<file path="config.mk">
export PLATFORM = sky130hd
export DESIGN_NAME = bkm_slot_bus_if_flat
export DESIGN_NICKNAME = d
export VERILOG_FILES = /design/src/rtl/bkm_slot_bus_if_pkg.sv /design/src/rtl/bkm_slot_bus_if_if.sv /design/src/rtl/bkm_slot_bus_if_sync.sv /design/src/rtl/bkm_slot_bus_if.sv /design/src/flat_wrapper.sv
export SDC_FILE = /design/constraint.sdc
export NUM_CORES = 2
export LEC_CHECK = 0
export BUFFER_PORTS_ARGS = -buffer_cell sky130_fd_sc_hd__buf_2
export CAP_MARGIN = 20
export CORE_MARGIN = 2
export CORE_UTILIZATION = 40
export CTS_CLUSTER_DIAMETER = 40
export DETAILED_ROUTE_END_ITERATION = 6
export PLACE_DENSITY = 0.54
export SLEW_MARGIN = 5
export SYNTH_ARGS = -nofsm -noshare
export SYNTH_HDL_FRONTEND = slang
export SYNTH_SLANG_ARGS = --single-unit
</file>
<file path="constraint.sdc">
create_clock -name clk_20mhz -period 3.7 [get_ports clk_20mhz]
set_input_delay 0.74 -clock clk_20mhz [delete_from_list [all_inputs] [get_ports clk_20mhz]]
set_output_delay 0.74 -clock clk_20mhz [all_outputs]
set_load 0.02 [all_outputs]
</file>
<file path="src/rtl/bkm_slot_bus_if_pkg.sv">
// Shared constants and types for the BKM option-slot bus slave: command bytes,
// slot identity bytes and the bus-phase FSM state encoding.
package bkm_slot_bus_if_pkg;

    localparam logic [7:0] CMD_IRQ    = 8'h02;
    localparam logic [7:0] CMD_ID     = 8'h20;
    localparam logic [7:0] CMD_VIDEO  = 8'h21;
    localparam logic [7:0] CMD_PREP   = 8'h22;
    localparam logic [7:0] CMD_SERIAL = 8'h23;
    localparam logic [7:0] CMD_BLIP1  = 8'h30;
    localparam logic [7:0] CMD_BLIP2  = 8'h40;
    localparam logic [7:0] BYTE_SEL   = 8'hFF;

    // Sub-commands accepted while in the interrupt-control phase
    localparam logic [7:0] IRQ_ON     = 8'h01;
    localparam logic [7:0] IRQ_OFF    = 8'h00;

    localparam logic [7:0] SLOT_ID_DEFAULT = 8'h88;
    localparam logic [7:0] SLOT_ID_62HS    = 8'h82;

    localparam logic [7:0] BUS_IDLE_BYTE   = 8'hFF;

    typedef enum logic [2:0] {
        ST_IDLE = 3'd0,
        ST_IRQ  = 3'd1,
        ST_ADDR = 3'd2,
        ST_DATA = 3'd3,
        ST_SKIP = 3'd4
    } bus_state_e;

endpackage

</file>
<file path="src/rtl/bkm_slot_bus_if_if.sv">
// Slot-side pin bundle of the BKM monitor bus. The slave modport is the option
// card view; the master modport is the monitor view.
interface bkm_slot_bus_if_if;

    logic       slot_x;
    logic       clk_rw;
    logic       ax_d;
    logic       r_wx;
    logic [7:0] data_in;
    logic [7:0] data_out;
    logic       data_oe_x;
    logic       int_x;
    logic       int_oe_x;

    modport slave (
        input  slot_x, clk_rw, ax_d, r_wx, data_in,
        output data_out, data_oe_x, int_x, int_oe_x
    );

    modport master (
        output slot_x, clk_rw, ax_d, r_wx, data_in,
        input  data_out, data_oe_x, int_x, int_oe_x
    );

endinterface

</file>
<file path="src/rtl/bkm_slot_bus_if_sync.sv">
// Brings the asynchronous monitor control pins into the board clock domain and
// turns the rising edge of the synchronised clk_rw into a single-cycle strobe.
module bkm_slot_bus_if_sync #(
    parameter int SYNC_STAGES = 2
) (
    input  logic clk_i,
    input  logic rst_ni,
    input  logic clkRw_i,
    input  logic axD_i,
    input  logic rWx_i,
    input  logic slotX_i,
    output logic axD_o,
    output logic rWx_o,
    output logic slotX_o,
    output logic strobe_o
);

    // Bit order inside a stage: {slot_x, r_wx, ax_d, clk_rw}
    logic [3:0] stage_q [SYNC_STAGES];
    logic       clkRwPrev_q;

    always_ff @(posedge clk_i or negedge rst_ni) begin
        if (!rst_ni) begin
            for (int i = 0; i < SYNC_STAGES; i++) begin
                stage_q[i] <= 4'b1000;
            end
            clkRwPrev_q <= 1'b0;
        end else begin
            stage_q[0] <= {slotX_i, rWx_i, axD_i, clkRw_i};
            for (int i = 1; i < SYNC_STAGES; i++) begin
                stage_q[i] <= stage_q[i-1];
            end
            clkRwPrev_q <= stage_q[SYNC_STAGES-1][0];
        end
    end

    assign strobe_o = stage_q[SYNC_STAGES-1][0] & ~clkRwPrev_q;
    assign axD_o    = stage_q[SYNC_STAGES-1][1];
    assign rWx_o    = stage_q[SYNC_STAGES-1][2];
    assign slotX_o  = stage_q[SYNC_STAGES-1][3];

endmodule

</file>
<file path="src/rtl/bkm_slot_bus_if.sv">
// BKM option-slot bus slave: decodes monitor command/address/data bytes, serves
// ID, serial and a writable prepare bank with busy-status emulation, drives int_x.
module bkm_slot_bus_if
    import bkm_slot_bus_if_pkg::*;
#(
    parameter logic [7:0]              SLOT_ID     = SLOT_ID_DEFAULT,
    parameter int                      SERIAL_LEN  = 7,
    parameter logic [8*SERIAL_LEN-1:0] SERIAL_INIT = "2000555",
    parameter int                      REG_AW      = 8,
    parameter logic [7:0]              STAT_ADDR   = 8'h27,
    parameter int                      BUSY_READS  = 9,
    parameter int                      SYNC_STAGES = 2
) (
    input  logic              clk_20mhz,
    input  logic              reset_x,
    bkm_slot_bus_if_if.slave  bus,
    input  logic              irq_req,
    output logic              wr_stb,
    output logic [REG_AW-1:0] wr_addr,
    output logic [7:0]        wr_data
);

    localparam int                DEPTH     = 2**REG_AW;
    localparam int                CW        = $clog2(BUSY_READS + 1);
    localparam logic [CW-1:0]     BUSY_LOAD = CW'(BUSY_READS);
    localparam logic [REG_AW-1:0] STAT_IDX  = STAT_ADDR[REG_AW-1:0];

    // Bank addressing is taken from the low bits of the bus byte, so the
    // address width cannot exceed one byte.
    if (SYNC_STAGES < 2 || REG_AW < 1 || REG_AW > 8 || BUSY_READS < 1) begin : g_bad_params
        $error("bkm_slot_bus_if: unsupported parameter set");
    end

    logic axS, rWxS, slotXS, strobe;

    bkm_slot_bus_if_sync #(
        .SYNC_STAGES(SYNC_STAGES)
    ) u_sync (
        .clk_i   (clk_20mhz),
        .rst_ni  (reset_x),
        .clkRw_i (bus.clk_rw),
        .axD_i   (bus.ax_d),
        .rWx_i   (bus.r_wx),
        .slotX_i (bus.slot_x),
        .axD_o   (axS),
        .rWx_o   (rWxS),
        .slotX_o (slotXS),
        .strobe_o(strobe)
    );

    bus_state_e        state_q;
    logic              selected_q;
    logic              irqEn_q;
    logic              dataOe_q;
    logic              intX_q;
    logic [7:0]        cmd_q;
    logic [7:0]        addr_q;
    logic [7:0]        outData_q;
    logic [CW-1:0]     busyCnt_q;
    logic [7:0]        bank_q [DEPTH];
    logic              pend_q;
    logic              axStb_q;
    logic              rWxStb_q;
    logic              slotStb_q;
    logic              wrStb_q;
    logic [REG_AW-1:0] wrAddr_q;
    logic [7:0]        wrData_q;

    logic [7:0]        busByte;
    logic [REG_AW-1:0] newIdx;
    logic [REG_AW-1:0] curIdx;
    logic              busyNow;
    logic [7:0]        serialByte;
    logic [7:0]        rdVal;

    assign busByte = bus.data_in;
    assign newIdx  = busByte[REG_AW-1:0];
    assign curIdx  = addr_q[REG_AW-1:0];
    assign busyNow = (busyCnt_q != '0);

    // Control pins are frozen at the strobe; the data byte itself is consumed
    // one cycle later, giving data_in a full extra board clock to settle.
    always_ff @(posedge clk_20mhz or negedge reset_x) begin
        if (!reset_x) begin
            pend_q    <= 1'b0;
            axStb_q   <= 1'b0;
            rWxStb_q  <= 1'b0;
            slotStb_q <= 1'b0;
        end else begin
            pend_q <= strobe;
            if (strobe) begin
                axStb_q   <= axS;
                rWxStb_q  <= rWxS;
                slotStb_q <= slotXS;
            end
        end
    end

    // Serial byte 0 sits in the most significant byte of the string literal
    always_comb begin
        serialByte = 8'h00;
        for (int i = 0; i < SERIAL_LEN; i++) begin
            if (busByte == 8'(i)) begin
                serialByte = SERIAL_INIT[8*(SERIAL_LEN-1-i) +: 8];
            end
        end
    end

    // Value to present for a read of the address byte currently on the bus
    always_comb begin
        rdVal = 8'hFF;
        case (cmd_q)
            CMD_ID:     rdVal = (busByte == 8'h00) ? SLOT_ID : 8'h00;
            CMD_SERIAL: rdVal = serialByte;
            CMD_PREP: begin
                if (newIdx == STAT_IDX) begin
                    rdVal = busyNow ? bank_q[STAT_IDX] : 8'h00;
                end else begin
                    rdVal = bank_q[newIdx];
                end
            end
            default:    rdVal = 8'hFF;
        endcase
    end

    // Bus-phase FSM, prepare bank, busy counter and registered board outputs.
    // Status reads are retired on the data phase so an address-only access
    // never consumes a busy count.
    always_ff @(posedge clk_20mhz or negedge reset_x) begin
        if (!reset_x) begin
            state_q    <= ST_IDLE;
            selected_q <= 1'b0;
            irqEn_q    <= 1'b0;
            dataOe_q   <= 1'b0;
            outData_q  <= BUS_IDLE_BYTE;
            cmd_q      <= 8'h00;
            addr_q     <= 8'h00;
            busyCnt_q  <= '0;
            wrStb_q    <= 1'b0;
            wrAddr_q   <= '0;
            wrData_q   <= 8'h00;
            intX_q     <= 1'b0;
            for (int i = 0; i < DEPTH; i++) begin
                bank_q[i] <= 8'h00;
            end
        end else begin
            wrStb_q <= 1'b0;
            intX_q  <= irqEn_q & irq_req;
            if (pend_q) begin
                if (slotStb_q) begin
                    state_q    <= ST_IDLE;
                    selected_q <= 1'b0;
                    dataOe_q   <= 1'b0;
                end else begin
                    case (state_q)
                        ST_IDLE: begin
                            if (busByte == BYTE_SEL) begin
                                selected_q <= ~selected_q;
                                dataOe_q   <= 1'b0;
                            end else if (busByte == CMD_IRQ) begin
                                state_q    <= ST_IRQ;
                                selected_q <= 1'b1;
                                dataOe_q   <= 1'b1;
                            end else if (selected_q) begin
                                if (busByte == CMD_BLIP1 || busByte == CMD_BLIP2) begin
                                    state_q <= ST_SKIP;
                                end else begin
                                    cmd_q    <= busByte;
                                    state_q  <= ST_ADDR;
                                    dataOe_q <= 1'b1;
                                end
                            end
                        end
                        ST_SKIP: state_q <= ST_IDLE;
                        ST_IRQ: begin
                            if (busByte == IRQ_ON) begin
                                irqEn_q <= 1'b1;
                            end else if (busByte == IRQ_OFF) begin
                                irqEn_q <= 1'b0;
                            end else if (busByte == BYTE_SEL) begin
                                state_q  <= ST_IDLE;
                                dataOe_q <= 1'b0;
                                if (!irqEn_q) begin
                                    selected_q <= 1'b0;
                                end
                            end
                        end
                        ST_ADDR: begin
                            if (!axStb_q) begin
                                addr_q    <= busByte;
                                outData_q <= rdVal;
                                state_q   <= ST_DATA;
                            end else begin
                                state_q <= ST_IDLE;
                            end
                        end
                        ST_DATA: begin
                            if (!axStb_q) begin
                                addr_q    <= busByte;
                                outData_q <= rdVal;
                            end else begin
                                state_q <= ST_IDLE;
                                if (cmd_q == CMD_PREP) begin
                                    if (!rWxStb_q) begin
                                        bank_q[curIdx] <= busByte;
                                        wrStb_q        <= 1'b1;
                                        wrAddr_q       <= curIdx;
                                        wrData_q       <= busByte;
                                        if (curIdx == STAT_IDX) begin
                                            busyCnt_q <= BUSY_LOAD;
                                        end
                                    end else if (curIdx == STAT_IDX) begin
                                        if (busyNow) begin
                                            busyCnt_q <= busyCnt_q - CW'(1);
                                        end else begin
                                            bank_q[STAT_IDX] <= 8'h00;
                                        end
                                    end
                                end
                            end
                        end
                        default: state_q <= ST_IDLE;
                    endcase
                end
            end
        end
    end

    assign bus.data_out  = (state_q == ST_DATA && rWxS) ? outData_q : BUS_IDLE_BYTE;
    assign bus.data_oe_x = ~(dataOe_q & rWxS & axS);
    assign bus.int_oe_x  = irqEn_q;
    assign bus.int_x     = intX_q;

    assign wr_stb  = wrStb_q;
    assign wr_addr = wrAddr_q;
    assign wr_data = wrData_q;

endmodule

</file>
<file path="src/flat_wrapper.sv">
// flat-port wrapper written by rule: the top's interface ports become plain ports
module bkm_slot_bus_if_flat import bkm_slot_bus_if_pkg::*;
#(
    parameter logic [7:0]              SLOT_ID     = SLOT_ID_DEFAULT,
    parameter int                      SERIAL_LEN  = 7,
    parameter logic [8*SERIAL_LEN-1:0] SERIAL_INIT = "       ",
    parameter int                      REG_AW      = 8,
    parameter logic [7:0]              STAT_ADDR   = 8'h27,
    parameter int                      BUSY_READS  = 9,
    parameter int                      SYNC_STAGES = 2
)
  (clk_20mhz, reset_x, irq_req, wr_stb, wr_addr, wr_data, bus_slot_x, bus_clk_rw, bus_ax_d, bus_r_wx, bus_data_in, bus_data_out, bus_data_oe_x, bus_int_x, bus_int_oe_x);
  bkm_slot_bus_if_if bus_i ();
  input  logic clk_20mhz;
  input  logic reset_x;
  input  logic irq_req;
  output logic wr_stb;
  output logic [REG_AW-1:0] wr_addr;
  output logic [7:0] wr_data;
  input wire logic [$bits(bus_i.slot_x)-1:0] bus_slot_x;
  input wire logic [$bits(bus_i.clk_rw)-1:0] bus_clk_rw;
  input wire logic [$bits(bus_i.ax_d)-1:0] bus_ax_d;
  input wire logic [$bits(bus_i.r_wx)-1:0] bus_r_wx;
  input wire logic [$bits(bus_i.data_in)-1:0] bus_data_in;
  output wire logic [$bits(bus_i.data_out)-1:0] bus_data_out;
  output wire logic [$bits(bus_i.data_oe_x)-1:0] bus_data_oe_x;
  output wire logic [$bits(bus_i.int_x)-1:0] bus_int_x;
  output wire logic [$bits(bus_i.int_oe_x)-1:0] bus_int_oe_x;
  assign bus_i.slot_x = bus_slot_x;
  assign bus_i.clk_rw = bus_clk_rw;
  assign bus_i.ax_d = bus_ax_d;
  assign bus_i.r_wx = bus_r_wx;
  assign bus_i.data_in = bus_data_in;
  assign bus_data_out = bus_i.data_out;
  assign bus_data_oe_x = bus_i.data_oe_x;
  assign bus_int_x = bus_i.int_x;
  assign bus_int_oe_x = bus_i.int_oe_x;
  bkm_slot_bus_if #(.SLOT_ID(SLOT_ID), .SERIAL_LEN(SERIAL_LEN), .SERIAL_INIT(SERIAL_INIT), .REG_AW(REG_AW), .STAT_ADDR(STAT_ADDR), .BUSY_READS(BUSY_READS), .SYNC_STAGES(SYNC_STAGES)) u_core (.clk_20mhz(clk_20mhz), .reset_x(reset_x), .bus(bus_i), .irq_req(irq_req), .wr_stb(wr_stb), .wr_addr(wr_addr), .wr_data(wr_data));
endmodule
</file>
==> impl_summary.txt <==
----------------------------------------------------
[Status]
  Run status ... finished, final reports clean

[Critical path]
  Cell repeated most along the worst path ... nor3_4
  Slack of the worst reg-to-reg path ... 0.15 ns
  FF-to-FF End ... u_core.bank_q[754]
  Largest stage delay on the critical path ... 0.43 ns
  Largest driver fanout on the critical path ... 17
  Category of the worst setup path capture point ... register
  CP arrival ... 4.38 ns
  Slowest library cell on the worst path ... nand2_1
  Crit path launch type ... register
  Startpoint of the worst-slack reg-to-reg timing path ... u_core.cmd_q[4]
  Critical path, cell by cell ... nor4b_2 -> nand4_2 -> nor3_4 -> nand2b_4 -> nor3_4 -> buf_4 -> nand2_1 -> mux2_2
  Req. time, crit path ... 4.53 ns
  Critical Setup Path Class ... reg -> reg
  Number of cell instances on the worst register-to-register path ... 8

[STA]
  Final Slew Violations ... 0
  Fin. Hold Viols ... 0
  Share of the clock period used by the worst path after layout ... 0.960
  Worst slew pin tran ... 1.03 ns
  Worst slew margin relative to its limit ... 0.314
  Hold_ws ... 0.176 ns
  Top achievable clock speed ... 282 MHz
  Final min period ... 3.55 ns
  Maximum clock skew at final layout ... 0.0779 ns
  Unrepaired setup endpoints after global routing ... no
  Total of endpoints with negative setup slack in the final report ... 0

[Logic synthesis]
  Number of cells produced by synthesis ... 6407
  Post-synth top area share ... 0.547
  Leading post-synthesis cells by cell area ... dfrtp_1 55%, mux2_2 22%, mux4_2 9.5%
  Post-Synthesis Mean Instance Area ... 15.0 sq um
  Primary FF master, synth ... dfrtp_1
  Distinct cells, synth ... 65
  Total of flip-flops plus latches after synthesis ... 2113
  Synth top cells by count ... 2103 x dfrtp_1, 1859 x mux2_2, 405 x mux4_2, 295 x clkbuf_1, 273 x nand2_1
  Asr flop ratio synth ... 1.00
  Post-synthesis sequential area ratio ... 0.550
  Post-synth top area cell ... dfrtp_1
  Synth warn ... 0
  Number of nets in the synthesized netlist ... 6424
  Most common cell in the netlist ... dfrtp_1
  Number of synthesized flops with an enable pin ... 0
  Post-synthesis instance area ... 0.0962 sq mm

[Global route]
  Via count of the first global-routing pass ... 61745
  Largest net degree at the start of global routing ... 124
  Initial antenna violation count ... 19
  Global-route usage over all layers ... 0.234
  Overall overflow remaining after global route ... 0
  Wire length of the first global-routing pass ... 426000 microns

[Clock tree]
  Bufs on Longest Clock Path ... 4
  Source-to-sink clock delay at the later pin of the worst-skew pair ... 0.97 ns
  Root buffer cell ... clkbuf_16
  Clock tree from TritonCTS ... built
  Clock sink total ... 2113
  CTS H-tree depth ... 5
  Total CTS buffers ... 360
  Buffers inserted by post-CTS timing repair ... 0
  Clock edge transition at the registers on the reported setup and hold paths ... 0.05 ns

[Placed design]
  Number of cells after detailed placement ... 9572
  Number of I/O port buffers ... 42
  Final estimated routing congestion in global placement ... 0.835
  DP Wirelength ... 188000 microns

[Power]
  Largest voltage drop on the vdd net ... 0.543 mV
  Part of the total power dissipated in sequential elements ... 0.383
  Part of the total power dissipated in the clock network ... 0.522
  Combinational Power Share ... 0.094
  Static power due to leakage ... 48.3 nW
  Design internal power ... 49.6 mW
  Power density over cell area ... 574 mW/mm^2
  Switching component of the power ... 16.7 mW
  Net switching share of the total power ... 0.252

[Layout]
  Layout overhead on the synthesized area ... 20.0%
  Fraction of final layout cells with drive strength greater than 1 ... 0.498
  Final net count ... 6772
  Final cell count without fillers ... 10227
  # fillers ... 20675

[Drt]
  Post-route antenna net violation count ... 0
  DRC marker count from the first detailed-route iteration ... 4022
  Post-Route WL ... 284000 microns
  Drt via density ... 5.69
  Met2 wire length ... 134000 microns
  Average detailed-routed wire length per instance ... 27.8 microns
  Final routed DRC violation total ... 0
  Met3 wire len ... 13200 microns
  Via Count ... 58202
  Detailed-router iteration count before antenna repair ... 6
  Top metal layer carrying routed signals ... met5
  M1 wire length ... 130000 microns

[Min path]
  Hold_sp ... bus_data_in[4]
  Cell depth of the worst min-delay path ... 2
  End of the worst hold path ... u_core.bank_q[1092]
  Worst min path class ... in -> reg

[Flow run]
  Reported max-cap violation count ... 0

[Floorplanning]
  Overall die area ... 0.245 sq mm
  Vertical die dimension ... 494 microns
  Effective utilization at floorplan ... 0.401
  Number of primary I/O pins ... 43
  Die width ... 494 microns
  Core box area ... 0.240 sq mm
  Row cnt ... 180

----------------------------------------------------
## worst max path at each step
stage	start	to	slack, ns	cells past startpoint
after CTS	u_core.cmd_q[4]	u_core.bank_q[1463]	0.12	8
after global placement	bus_data_in[0]	u_core.outData_q[5]	-1.12	12
after global routing	u_core.cmd_q[4]	u_core.bank_q[1460]	0.003	8
after floorplan	bus_data_in[0]	u_core.outData_q[7]	0.40	10
after detailed placement	bus_data_in[0]	u_core.outData_q[5]	-1.02	12
final	u_core.cmd_q[4]	u_core.bank_q[754]	0.15	8
## final cells by class
type	instances	area, sq um	share of cell area
Sequential cell	2113	52900	0.458
Inverter	11	41.3	0.000358
Antenna cell	3	7.51	0.0000650
Multi-Input combinational cell	3792	41300	0.358
Clock buffer	429	9710	0.0840
Tap cell	3185	3990	0.0345
Timing Repair Buffer	477	4700	0.0407
Clock inverter	217	2860	0.0248
## kinds of logic (layout without fill, tap and decap cells)
group | after synthesis | after routing | synth area share
mux | 2693 | 2693 | 0.360
flops | 2113 | 2113 | 0.550
buf+inv | 502 | 1134 | 0.0229
compound gates | 424 | 424 | 0.0303
fa+ha+maj | 2 | 2 | 0.000260
simple gates | 673 | 673 | 0.0372
other cells | 0 | 3 | 0
## worst max-delay path, delay by kind of cell (launching register included)
family / cells / cell delay, ns
simple gates: 6 / 2.17
buf+inv: 1 / 0.42
flops: 1 / 0.38
mux: 1 / 0.40
## sequential cells by signal, summed over array words and instances, names as in the netlist, 3 cells and up
register               count
u_core.bank_q           2048
u_core.addr_q              8
u_core.cmd_q               8
u_core.outData_q           8
u_core.wr_addr             8
u_core.wr_data             8
u_core.u_sync.stage_q      5
u_core.busyCnt_q           4
u_core.state_q             3
## power groups by stage
stage / Clock, mW / Sequential, mW / Combinational (mW)
detailed placement: 0 / 25.7 / 6.30
global route: 36.4 / 25.5 / 6.63
finish: 34.6 / 25.4 / 6.26
CTS: 35.2 / 25.4 / 6.33
floorplan: 0 / 25.2 / 3.47
global placement: 0 / 25.7 / 6.23
## placed cells by master, fill, tap and decap left out, drive strengths merged, types with 12 or more instances in the layout
master	n
inv	49
a41oi	15
nor4	15
o21ai	62
bufinv	54
a21oi	66
and3	12
nand3	91
a22oi	100
clkinvlp	40
nand2	355
mux4	405
nor2	69
mux2i	221
a221oi	38
nor3	26
nand4	27
o22ai	61
clkbuf	429
dfrtp	2103
buf	471
or2	12
mux2	2067
a22o	27
clkinv	85
## through the flow
step / power (mW) / setup TNS (ns) / area [sq um] / utilization / worst slack [ns]
CTS: 66.9 / 0 / 115000 / 0.481 / 0.119
global route: 68.6 / 0 / 115000 / 0.481 / 0.00336
floorplan: 28.7 / 0 / 96200 / - / 0.401
detailed placement: 32.0 / -3.94 / 103000 / 0.429 / -1.02
finish: 66.3 / 0 / 115000 / 0.481 / 0.148
global placement: 31.9 / -4.25 / 103000 / 0.429 / -1.12
## layer usage
metal / up-vias / global-route usage
met5: - / 0
met4: 6 / 0.0630
met3: 392 / 0.0366
met2: 1342 / 0.368
met1: 31704 / 0.336
li1: 24758 / -
## repair_timing
item                                   CTS  global route
hold buffers                             6             0
setup endpoints to repair                1            75
gates resized for setup                  1             1
endpoints found under the hold margin   27             0
gates cloned                             0             0
Note: power is estimated with default switching activity, not from simulation.
